==> src/rtl/food_spawner_pkg.sv <==
// Shared snake-game constants, FSM encoding and the saturating BCD score increment.
package food_spawner_pkg;

    localparam int          X_MAX_D  = 160;
    localparam int          Y_MAX_D  = 120;
    localparam int          XW       = 8;
    localparam int          YW       = 7;
    localparam logic [2:0]  FOOD_COL = 3'b100;
    localparam logic [2:0]  BLACK    = 3'b000;
    localparam logic [15:0] SEED_D   = 16'hACE1;

    typedef enum logic [1:0] {
        S_PICK = 2'd0,
        S_DRAW = 2'd1,
        S_WAIT = 2'd2,
        S_DEAD = 2'd3
    } state_t;

    // Three-digit BCD +1 that sticks at 999.
    function automatic logic [11:0] bcd_inc(input logic [11:0] s);
        logic [3:0] d0, d1, d2;
        d0 = s[3:0];
        d1 = s[7:4];
        d2 = s[11:8];
        if (s == 12'h999) return s;
        if (d0 != 4'd9) return {d2, d1, d0 + 4'd1};
        if (d1 != 4'd9) return {d2, d1 + 4'd1, 4'd0};
        return {d2 + 4'd1, 4'd0, 4'd0};
    endfunction

endpackage

==> src/rtl/food_spawner_lfsr16.sv <==
// 16-bit Fibonacci LFSR (taps 16,14,13,11), free-running out of reset.
module lfsr16 (
    input  logic        clk,
    input  logic        rst,
    input  logic [15:0] seed,
    output logic [15:0] q
);

    always_ff @(posedge clk) begin
        if (!rst) q <= seed;
        else      q <= {q[14:0], q[15] ^ q[13] ^ q[12] ^ q[10]};
    end

endmodule

==> src/rtl/food_spawner.sv <==
// Places food on random legal cells, draws it via the shared plot mux,
// and turns head-on-food steps into a grow pulse plus a BCD score bump.
module food_spawner
    import food_spawner_pkg::*;
#(
    parameter int          X_MAX       = X_MAX_D,
    parameter int          Y_MAX       = Y_MAX_D,
    parameter int          BORDER      = 1,
    parameter logic [2:0]  FOOD_COLOUR = FOOD_COL,
    parameter logic [15:0] SEED        = SEED_D
) (
    input  logic          clk,
    input  logic          rst,
    input  logic          go,
    input  logic [XW-1:0] head_x,
    input  logic [YW-1:0] head_y,
    input  logic          is_dead,
    input  logic          plot_gnt,
    output logic          plot_req,
    output logic          plot_en,
    output logic [XW-1:0] plot_x,
    output logic [YW-1:0] plot_y,
    output logic [2:0]    plot_colour,
    output logic [XW-1:0] food_x,
    output logic [YW-1:0] food_y,
    output logic          food_valid,
    output logic          grow,
    output logic [11:0]   score
);

    localparam logic [XW-1:0] X_LO = XW'(BORDER);
    localparam logic [XW-1:0] X_HI = XW'(X_MAX - 1 - BORDER);
    localparam logic [YW-1:0] Y_LO = YW'(BORDER);
    localparam logic [YW-1:0] Y_HI = YW'(Y_MAX - 1 - BORDER);

    state_t        r_state, w_next;
    logic [15:0]   w_lfsr;
    logic [XW-1:0] w_cx, r_food_x, r_plot_x, w_fx_nxt;
    logic [YW-1:0] w_cy, r_food_y, r_plot_y, w_fy_nxt;
    logic [2:0]    r_plot_colour;
    logic [11:0]   r_score;
    logic          w_cand_ok, w_eat, w_drawn, r_plot_req, r_food_valid, r_grow;

    lfsr16 u_lfsr (
        .clk  (clk),
        .rst  (rst),
        .seed (SEED),
        .q    (w_lfsr)
    );

    assign w_cx = w_lfsr[7:0];
    assign w_cy = w_lfsr[14:8];

    assign w_cand_ok = (w_cx >= X_LO) && (w_cx <= X_HI) &&
                       (w_cy >= Y_LO) && (w_cy <= Y_HI) &&
                       ({w_cx, w_cy} != {head_x, head_y});

    // Death masks every same-cycle event: eat, grant and placement.
    assign w_eat   = (r_state == S_WAIT) && go && !is_dead &&
                     ({head_x, head_y} == {r_food_x, r_food_y});
    assign w_drawn = (r_state == S_DRAW) && plot_gnt && !is_dead;

    always_comb begin
        w_next = r_state;
        if (is_dead) begin
            w_next = S_DEAD;
        end else begin
            case (r_state)
                S_PICK:  if (w_cand_ok) w_next = S_DRAW;
                S_DRAW:  if (plot_gnt)  w_next = S_WAIT;
                S_WAIT:  if (w_eat)     w_next = S_PICK;
                default: w_next = S_DEAD;
            endcase
        end
    end

    always_ff @(posedge clk) begin
        if (!rst) r_state <= S_PICK;
        else      r_state <= w_next;
    end

    // Plot outputs are registered from next state, so they line up with S_DRAW.
    assign w_fx_nxt = (r_state == S_PICK) ? w_cx : r_food_x;
    assign w_fy_nxt = (r_state == S_PICK) ? w_cy : r_food_y;

    always_ff @(posedge clk) begin
        if (!rst) begin
            r_food_x      <= '0;
            r_food_y      <= '0;
            r_food_valid  <= 1'b0;
            r_grow        <= 1'b0;
            r_score       <= '0;
            r_plot_req    <= 1'b0;
            r_plot_x      <= '0;
            r_plot_y      <= '0;
            r_plot_colour <= BLACK;
        end else begin
            r_grow <= w_eat;
            if (r_state == S_PICK && w_next == S_DRAW) begin
                r_food_x <= w_cx;
                r_food_y <= w_cy;
            end
            if (w_drawn)    r_food_valid <= 1'b1;
            else if (w_eat) r_food_valid <= 1'b0;
            if (w_eat) r_score <= bcd_inc(r_score);
            r_plot_req    <= (w_next == S_DRAW);
            r_plot_x      <= (w_next == S_DRAW) ? w_fx_nxt : '0;
            r_plot_y      <= (w_next == S_DRAW) ? w_fy_nxt : '0;
            r_plot_colour <= (w_next == S_DRAW) ? FOOD_COLOUR : BLACK;
        end
    end

    assign plot_en     = r_plot_req & plot_gnt & ~is_dead;
    assign plot_req    = r_plot_req;
    assign plot_x      = r_plot_x;
    assign plot_y      = r_plot_y;
    assign plot_colour = r_plot_colour;
    assign food_x      = r_food_x;
    assign food_y      = r_food_y;
    assign food_valid  = r_food_valid;
    assign grow        = r_grow;
    assign score       = r_score;

endmodule
==> config.mk <==
export PLATFORM = sky130hd
export DESIGN_NAME = food_spawner
export DESIGN_NICKNAME = d
export VERILOG_FILES = /design/src/rtl/food_spawner_pkg.sv /design/src/rtl/food_spawner_lfsr16.sv /design/src/rtl/food_spawner.sv
export SDC_FILE = /design/constraint.sdc
export NUM_CORES = 1
export LEC_CHECK = 0
export BUFFER_PORTS_ARGS = -buffer_cell sky130_fd_sc_hd__buf_4
export CAP_MARGIN = 40
export CORE_MARGIN = 1.5
export CORE_UTILIZATION = 40
export DETAILED_ROUTE_END_ITERATION = 12
export SLEW_MARGIN = 25
export SYNTH_ARGS = -nofsm -noshare
export SYNTH_HDL_FRONTEND = slang
export SYNTH_HIERARCHICAL = 1
export SYNTH_SLANG_ARGS = --single-unit
==> constraint.sdc <==
create_clock -name clk -period 2.35 [get_ports clk]
set_clock_uncertainty 0.1 [all_clocks]
set_input_delay 0 -clock clk [delete_from_list [all_inputs] [get_ports clk]]
set_output_delay 0 -clock clk [all_outputs]
set_load 0.1 [all_outputs]
; Word-level counts from Yosys, hierarchy flattened
; Cells that the tools add are included.
[totals]
reg_bits = 66
latchBits = 0
ram_bits = 0
mem_bits_ro = 0
inputBits = 20
output_inout_bits = 49
word_cells = 77
memories = 0
[op_classes]
addsub = 3
mul = 0
div = 0
order_cmp = 4
eq_ne = 9
shifts = 0
mux = 28
bitwise = 6
n_reduce_logical = 15
[ops]
columns = cell, count
row1 = two-way mux 12 bit, 6
row2 = == test 15 bit, 1
row3 = != test 15 bit, 1
row4 = two-way mux 1 bit, 14
row5 = "adder 4 x 1 -> 4 bit, second input constant", 3
row6 = "== test 12 bit, second input constant", 1
row7 = "!= test 4 bit, second input constant", 3
row8 = logical AND 1 bit, 10
row9 = ">= comparator 8 x 1 -> 1 bit, second input constant", 1
row10 = "<= comparator 8 bit, second input constant", 1
row11 = two-way mux 2 bit, 4
row12 = two-way mux 8 bit, 1
row13 = ">= comparator 7 x 1 -> 1 bit, second input constant", 1
row14 = "<= comparator 7 bit, second input constant", 1
row15 = two-way mux 7 bit, 1
row16 = one-hot mux 2 bit (3 select lines), 1
row17 = "== test 2 x 1 -> 1 bit, second input constant", 2
row18 = AND reduction 2 bit, 2
row19 = two-way mux 3 bit, 1
row20 = XOR 1 bit, 3
row21 = AND 1 bit, 2
row22 = "== test 2 bit, second input constant", 1
row23 = zero test 2 bit, 1
row24 = nonzero test 2 bit, 1
row25 = other kinds (2), 2

; Depth between registers and ports, before layout
; Gate-level depths: netlist of run 1.
[logic_depth]
word_depth = 16
depth_mapped = 8
ltp_nobuf = 7

; Modules after synthesis
; The synthesis of run 1 kept the hierarchy.
[modules_own_cells]
columns = module, n_inst, cells_per_inst, area_each_um2, seq_area_each_um2
row1 = food_spawner, 1, 277, 2641.3, 940.9
row2 = lfsr16, 1, 38, 585.6, 320.3

; Worst setup path before layout of run 1
; No wires, ideal clock.
[synth_timing]
path_kind = reg-to-reg
startpoint = register r_food_x[0] (netlist: food_x[0])
endpoint = register r_plot_x[7] (netlist: plot_x[7])
setup_time_ps = 104
arrival_ps = 2329
t_required_ps = 2146
slack_ps = -182
stages_incl_launch_ff = 7
path_buffers = 1
period_less_slack_ps = 2532
cell_sequence = dfxtp_1 -> xnor2_1 -> nand4_1 -> nor4_4 -> o21bai_2 -> buf_6 -> a2111oi_2
[synth_via]
elab_chain_cells = 7
[synth_lines]
columns = item, line_no
row1 = "start, declared", food_spawner.sv:38  ; logic [XW-1:0] w_cx, r_food_x, r_plot_x, w_fx_nxt;
row2 = "start signal, assigned", food_spawner.sv:100  ; r_food_x <= w_cx;
row3 = == test 15 bit, food_spawner.sv:60  ; ({head_x, head_y} == {r_food_x, r_food_y});
row4 = logical AND 1 bit, food_spawner.sv:59  ; assign w_eat = (r_state == S_WAIT) && go && !is_dead &&
row5 = two-way mux 2 bit, food_spawner.sv:71  ; S_WAIT: if (w_eat) w_next = S_PICK;
row6 = one-hot mux 2 bit (3 select lines), food_spawner.sv:68  ; case (r_state)
row7 = two-way mux 2 bit, food_spawner.sv:65  ; if (is_dead) begin
row8 = == test 2 x 1 -> 1 bit, food_spawner.sv:107  ; r_plot_x <= (w_next == S_DRAW) ? w_fx_nxt : '0;
row9 = AND reduction 2 bit (no line), n/a
row10 = "end signal, assigned", food_spawner.sv:107
row11 = "end, declared", food_spawner.sv:38
; No other way between the ends.
; A chain may end at the register's enable or synchronous reset.

; Final worst setup path of run 1
[layout_timing]
startpoint = register r_state[1]
endpoint = register r_plot_x[4] (netlist: plot_x[4])
[layout_via]
elab_chain_cells = 9
word_cells_on_any_way = 14
classes_between = eq/ne (3) / mux (6) / reduce/logical (5)
[layout_lines]
columns = item, line_no
row1 = "start, declared", food_spawner.sv:36  ; state_t r_state, w_next;
row2 = "start signal, assigned", food_spawner.sv:79  ; else r_state <= w_next;
row3 = == test 2 bit, "food_spawner.sv:59, food_spawner.sv:68"
row4 = logical AND 1 bit (3 in series), food_spawner.sv:59
row5 = two-way mux 2 bit, food_spawner.sv:71
row6 = one-hot mux 2 bit (3 select lines), food_spawner.sv:68
row7 = two-way mux 2 bit, food_spawner.sv:65
row8 = == test 2 x 1 -> 1 bit, food_spawner.sv:107
row9 = AND reduction 2 bit (no line), n/a
; Parallel ways exist; a longest one is shown, timed or not.

==> results of run 1 <==
==> kinds of logic after synthesis <==
logic type | synth area share [%]
AOI/OAI and AO/OA | 10.9
muxes | 18.6
and+or+nand+nor | 16.2
DFF | 39.1
buffers and inverters | 4.50
adders and majority gates | 1.55
xor gates and xnor gates | 8.96
other | 0.233
==> cell usage in the layout (no fill, tap or decap), types with 2 or more instances in the layout <==
cell,n
buf_4,73
dfxtp_1,47
nand2_1,43
mux2i_1,39
xnor2_1,21
conb_1,18
dfxtp_2,16
xor2_1,12
nand4_1,11
clkbuf_8,11
a2111oi_2,9
mux2_2,8
mux2_4,8
nor4_1,7
nand2b_1,6
nand3_1,6
inv_1,4
a211oi_1,4
a2111oi_0,4
ha_1,4
and3b_1,3
or3_1,3
nor2_1,3
and2_1,3
a31oi_1,3
o211a_1,3
a21oi_1,3
nor3_1,2
o21a_1,2
and3_1,2
nor2b_1,2
clkbuf_1,2
dlygate4sd3_1,2
==> flip-flops by register name, indices dropped and copies added (netlist names) <==
| register | count |
|---|---|
| plot_y | 7 |
| food_y | 7 |
| plot_x | 8 |
| grow | 1 |
| u_lfsr/q | 16 |
| food_x | 8 |
| score | 12 |
| plot_req | 1 |
| r_state | 2 |
| food_valid | 1 |
==> metrics by stage <==
step / instance area (um2) / total power (W)
2_1_floorplan: 3310 / 0.00165
4_1_cts: 4060 / 0.00261
5_1_grt: 4070 / 0.00271
6_report: 4070 / 0.00260
3_5_place_dp: 3870 / 0.00180
3_3_place_gp: 3870 / 0.00179
==> cells in the mapped netlist (all sizes together), types with 6 or more instances <==
library cell,instances
buf,11
xor2,12
dfxtp,63
a2111oi,15
nor4,8
clkbuf,10
nand2,43
mux2,16
mux2i,39
nand3,6
nand2b,6
nand4,12
xnor2,21
==> final timing paths <==
path / startpoint / endpoint / slack, ns / cells past startpoint
hold reg to reg: food_x[2] / food_x[2] / 0.38 / 2
setup reg to reg: r_state[1] / plot_x[4] / 0.16 / 5
setup / recovery: r_state[1] / plot_x[4] / 0.16 / 5
hold / removal: plot_gnt / food_valid / 0.04 / 3
==> power groups by stage <==
stage | sequential (W) | combinational, W | clock [W]
global placement | 0.00123 | 0.000561 | 0
CTS | 0.00121 | 0.000570 | 0.000831
floorplan | 0.00135 | 0.000302 | 0
finish | 0.00121 | 0.000575 | 0.000813
global route | 0.00122 | 0.000610 | 0.000882
detailed placement | 0.00123 | 0.000566 | 0
==> worst register-to-register path, delay by kind of cell, from the launching register on <==
| family | cells | cell delay [ns] |
|---|---|---|
| flip-flops | 1 | 0.46 |
| AO/OA/AOI/OAI | 2 | 0.82 |
| AND/OR/NAND/NOR | 3 | 0.67 |
==> routing by layer <==
metal	wire length (um)	up-vias	track usage, %
met1	3800	1210	26.0
met2	3520	67	27.1
met4	145	0	7.83
met5	0	-	0
met3	315	15	3.61
li1	-	1281	-
==> area by class of cell <==
class / instances / share of cell area [%]
inverters: 4 / 0.369
clock inverters: 1 / 0.123
clock buffers: 13 / 3.90
multi-input cells: 243 / 46.5
well taps: 102 / 3.14
repair buffers: 76 / 14.4
flip-flops and latches: 63 / 31.5
==> timing repair <==
item                                    4_1_cts  5_1_grt
hold buffers                                  2        0
endpoints found under the setup margin        0        3
gates resized for setup                       0        5
hold endpoints to repair                      7        0
==> results.py, run 1 <==
metrics = {
    "run_status": {
        "status": "finished clean",
    },
    "timing": {
        "fin_crit_sh_pct": 93.0,
        "hold_viol": 0,
        "hold-worst-slack_ns": 0.0417,
        "setup_viol": 0,
        "slew_headroom_pct": 39.3,
        "setup_ws_ns": 0.164,
        "rsz0062_at_grt": "no",
        "period_minus_slack_ns": 2.19,
        "drv_slew": 0,
        "fin_tns_setup_ns": 0,
        "tightestPinTransition_ns": 0.910,
        "fmax_ghz": 0.457,
    },
    "layout": {
        "drive_gt1_share_pct": 33.3,
        "n_antenna_cell": 0,
        "final_net_count": 421,
        "multiInputGateArea_mm2": 0.00189,
        "fill_cells": 765,
        "syn_to_final_growth_pct": 26.1,
        "seqCellArea_mm2": 0.00128,
        "final_cells": 502,
        "post-route-util_pct": 52.4,
    },
    "place": {
        "io_buffers": 66,
        "dp_hpwl_mm": 5.70,
        "dp_cells": 486,
        "place.gp.congestion": 0.823,
        "place_worst_setup_slack_ns": 0.202,
    },
    "routing": {
        "dr.pass1.iters": 4,
        "finalWirelength_mm": 7.78,
        "drc_errors": 0,
        "drtIter0Drc": 120,
        "vias_per_cell": 5.13,
        "post_drt_wl_per_cell_um": 15.5,
        "antenna_left": 0,
        "via_count": 2573,
    },
    "floorplan": {
        "core_mm2": 0.00777,
        "floorplan.initialDensity_pct": 41.5,
        "rows": 32,
        "dieArea_mm2": 0.00861,
        "die_h_um": 92.8,
        "die_w_um": 92.8,
        "io_pins": 69,
    },
    "power": {
        "p_comb_share_pct": 22.1,
        "p_switching_w": 0.000842,
        "seqPwrFrac_pct": 46.6,
        "ir_worst_vdd_v": 0.000447,
        "p_leak_nw": 1.73,
        "clkPwrFrac_pct": 31.3,
        "switching_share_pct": 32.4,
        "intPower_w": 0.00176,
        "p_per_area_mw_per_mm2": 639,
    },
    "global_route": {
        "track_usage_pct": 18.4,
        "grt_antenna_before_repair": 0,
        "grt_max_degree": 29,
        "grt_pass1_vias": 2320,
        "grt_pass1_wl_mm": 12.2,
        "grt_overflow": 0,
    },
    "clock_tree": {
        "tritoncts": "yes",
        "clock_sinks": 63,
        "h-tree-depth": 3,
        "cts_buffer_depth": 2,
        "cts_setup_buffers": 0,
        "cts-root-buf": "clkbuf_8",
        "cts_made_buffers": 9,
        "clk_latency_ns": 0.33,
        "clk_pin_slew_worst_paths_ns": 0.06,
    },
    "setup_path": {
        "cp-end-kind": "flip-flop",
        "slowest_delay_ns": 0.49,
        "crit_path_top_delay_cell": "a2111oi_0",
        "crit_family": "compound AO/OA/AOI/OAI gates",
        "required_ns": 2.45,
        "crit_path_max_fanout": 17,
        "path_buf_inv": 0,
        "criticalPathCategory": "reg -> reg",
        "worstSetupStartpointType": "flip-flop",
        "crit_chain": "and4bb_1, nand4_2, nor4_4, o21bai_2, a2111oi_0",
        "worstPathArrival_ns": 2.29,
    },
    "logic_synthesis": {
        "synth_ff_type": "dfxtp_1",
        "synthTopCellsByArea": "dfxtp_1 (39%), mux2i_1 (12%), xnor2_1 (5.7%), nand2_1 (5.0%), mux2_4 (3.7%)",
        "async_reset_ff_share_pct": 0,
        "synth_warnings": 6,
        "ys_seq_area_share_pct": 39.1,
        "synth_top_area_share_pct": 39.1,
        "netlist_instances": 315,
        "synth_area_mm2": 0.00323,
        "syn_area_per_cell_um2": 10.2,
        "yosysTopAreaCell": "dfxtp_1",
        "synth-edff-count": 0,
        "synth.distinct_cells": 46,
        "synth_seq_cells": 63,
    },
    "job": {
        "maxCapViolations": 0,
    },
    "worst_hold_path": {
        "worstHoldPathType": "in -> reg",
    },
}
Note: power is estimated with default switching activity, not from simulation.
==> inputs of run 2 (changes only) <==
==> constraint.sdc (replaced) <==
create_clock -name clk -period 2.35 [get_ports clk]
set_clock_uncertainty 0.1 [all_clocks]
set_input_delay 0 -clock clk [delete_from_list [all_inputs] [get_ports clk]]
set_output_delay 0 -clock clk [all_outputs]
set_load 0.01 [all_outputs]
==> results.py, run 2 (synthesis results as in run 1) <==
metrics = {
    "timing": {
        "fmax_ghz": 0.486,
        "slew_headroom_pct": 49.2,
        "tightestPinTransition_ns": 0.761,
        "fin_crit_sh_pct": 87.6,
        "rsz0062_at_grt": "no",
        "hold-worst-slack_ns": 0.0331,
        "period_minus_slack_ns": 2.06,
        "setup_viol": 0,
        "setup_ws_ns": 0.291,
        "fin_tns_setup_ns": 0,
        "hold_viol": 0,
        "drv_slew": 0,
    },
    "global_route": {
        "grt_overflow": 0,
        "grt_max_degree": 30,
        "grt_pass1_wl_mm": 12.7,
        "track_usage_pct": 19.3,
        "grt_pass1_vias": 2438,
        "grt_antenna_before_repair": 0,
    },
    "setup_path": {
        "crit_chain": "xor2_1, nor4_1, nand2_1, o211a_1, buf_4, mux2i_1",
        "required_ns": 2.47,
        "path_buf_inv": 1,
        "slowest_delay_ns": 0.51,
        "worstSetupStartpointType": "flip-flop",
        "crit_family": "flip-flops",
        "criticalPathCategory": "reg -> reg",
        "cp-end-kind": "flip-flop",
        "worstPathArrival_ns": 2.18,
        "crit_path_top_delay_cell": "dfxtp_1",
        "crit_path_max_fanout": 12,
    },
    "clock_tree": {
        "tritoncts": "yes",
        "cts-root-buf": "clkbuf_8",
        "cts_setup_buffers": 0,
        "h-tree-depth": 3,
        "cts_buffer_depth": 2,
        "cts_made_buffers": 9,
        "clk_latency_ns": 0.34,
        "clk_pin_slew_worst_paths_ns": 0.07,
        "clock_sinks": 63,
    },
    "routing": {
        "post_drt_wl_per_cell_um": 15.5,
        "dr.pass1.iters": 4,
        "finalWirelength_mm": 7.90,
        "drc_errors": 0,
        "antenna_left": 0,
        "via_count": 2548,
        "drtIter0Drc": 79,
        "vias_per_cell": 5.02,
    },
    "place": {
        "dp_cells": 489,
        "io_buffers": 66,
        "place.gp.congestion": 0.814,
        "place_worst_setup_slack_ns": 0.129,
        "dp_hpwl_mm": 5.85,
    },
    "power": {
        "seqPwrFrac_pct": 47.2,
        "ir_worst_vdd_v": 0.000273,
        "p_comb_share_pct": 16.7,
        "p_switching_w": 0.000708,
        "p_per_area_mw_per_mm2": 625,
        "clkPwrFrac_pct": 36.1,
        "intPower_w": 0.00185,
        "switching_share_pct": 27.7,
        "p_leak_nw": 1.76,
    },
    "layout": {
        "n_antenna_cell": 0,
        "drive_gt1_share_pct": 29.8,
        "final_net_count": 425,
        "mostFrequentLayoutCell": "buf_4",
        "regMostFlops": "u_lfsr/q",
        "syn_to_final_growth_pct": 26.6,
        "largest_register_ffs": 16,
        "mostFrequentLayoutCells": "buf_4 (77), dfxtp_1 (63), nand2_1 (43), mux2i_1 (39), xnor2_1 (21)",
        "final_cells": 508,
    },
    "floorplan": {
        "io_pins": 69,
        "die_w_um": 92.8,
        "floorplan.initialDensity_pct": 41.5,
        "die_h_um": 92.8,
        "core_mm2": 0.00777,
        "dieArea_mm2": 0.00861,
        "rows": 32,
    },
    "worst_hold_path": {
        "worstHoldPathType": "in -> reg",
    },
    "job": {
        "maxCapViolations": 0,
    },
    "run_status": {
        "status": "finished clean",
    },
}
[run 2: worst min-delay path: stages]
cell and delay, ns:
buf_4 0.12, nor4bb_1 0.13, o21a_1 0.18
[run 2: final timing paths]
kind	slack [ns]	end	from	cells past startpoint
setup / recovery	0.29	food_x[4]	u_lfsr/q[12]	6
hold / removal	0.03	food_valid	plot_gnt	3
hold reg to reg	0.40	food_y[3]	food_y[3]	2
setup reg to reg	0.29	food_x[4]	u_lfsr/q[12]	6
[run 2: power by group through the flow]
stage                     Clock [W]  Combinational (W)  Sequential [W]
after global routing        0.00101           0.000466         0.00122
after CTS                  0.000952           0.000425         0.00120
final                      0.000923           0.000427         0.00121
after global placement            0           0.000419         0.00123
after detailed placement          0           0.000421         0.00123
after floorplan                   0           0.000281         0.00121
[run 2: area by class of cell]
cell class	count	area, um2
fillers	750	3680
multi-input cells	243	1880
flip-flops and latches	63	1260
repair buffers	80	609
clock buffers	12	145
well taps	102	128
clock inverters	4	45.0
inverters	4	15.0
[run 2: layer usage]
layer / vias up / GRT usage (%) / wire (um)
met1: 1203 / 27.0 / 3890
met2: 52 / 29.0 / 3560
met4: 0 / 7.95 / 140
met3: 10 / 3.37 / 307
li1: 1283 / - / -
met5: - / 0 / 0
[run 2: timing repair]
item | CTS | global route
gates resized for setup | 0 | 1
hold buffers | 2 | 0
setup endpoints to repair | 0 | 1
hold endpoints to repair | 17 | 0
[run 2: stage by stage]
| stage | util, % | power (W) | area [um2] |
|---|---|---|---|
| final | 52.6 | 0.00256 | 4090 |
| after global routing | 52.6 | 0.00269 | 4090 |
| after global placement | 49.7 | 0.00165 | 3860 |
| after floorplan | - | 0.00150 | 3290 |
| after detailed placement | 49.7 | 0.00165 | 3860 |
| after CTS | 52.4 | 0.00258 | 4070 |
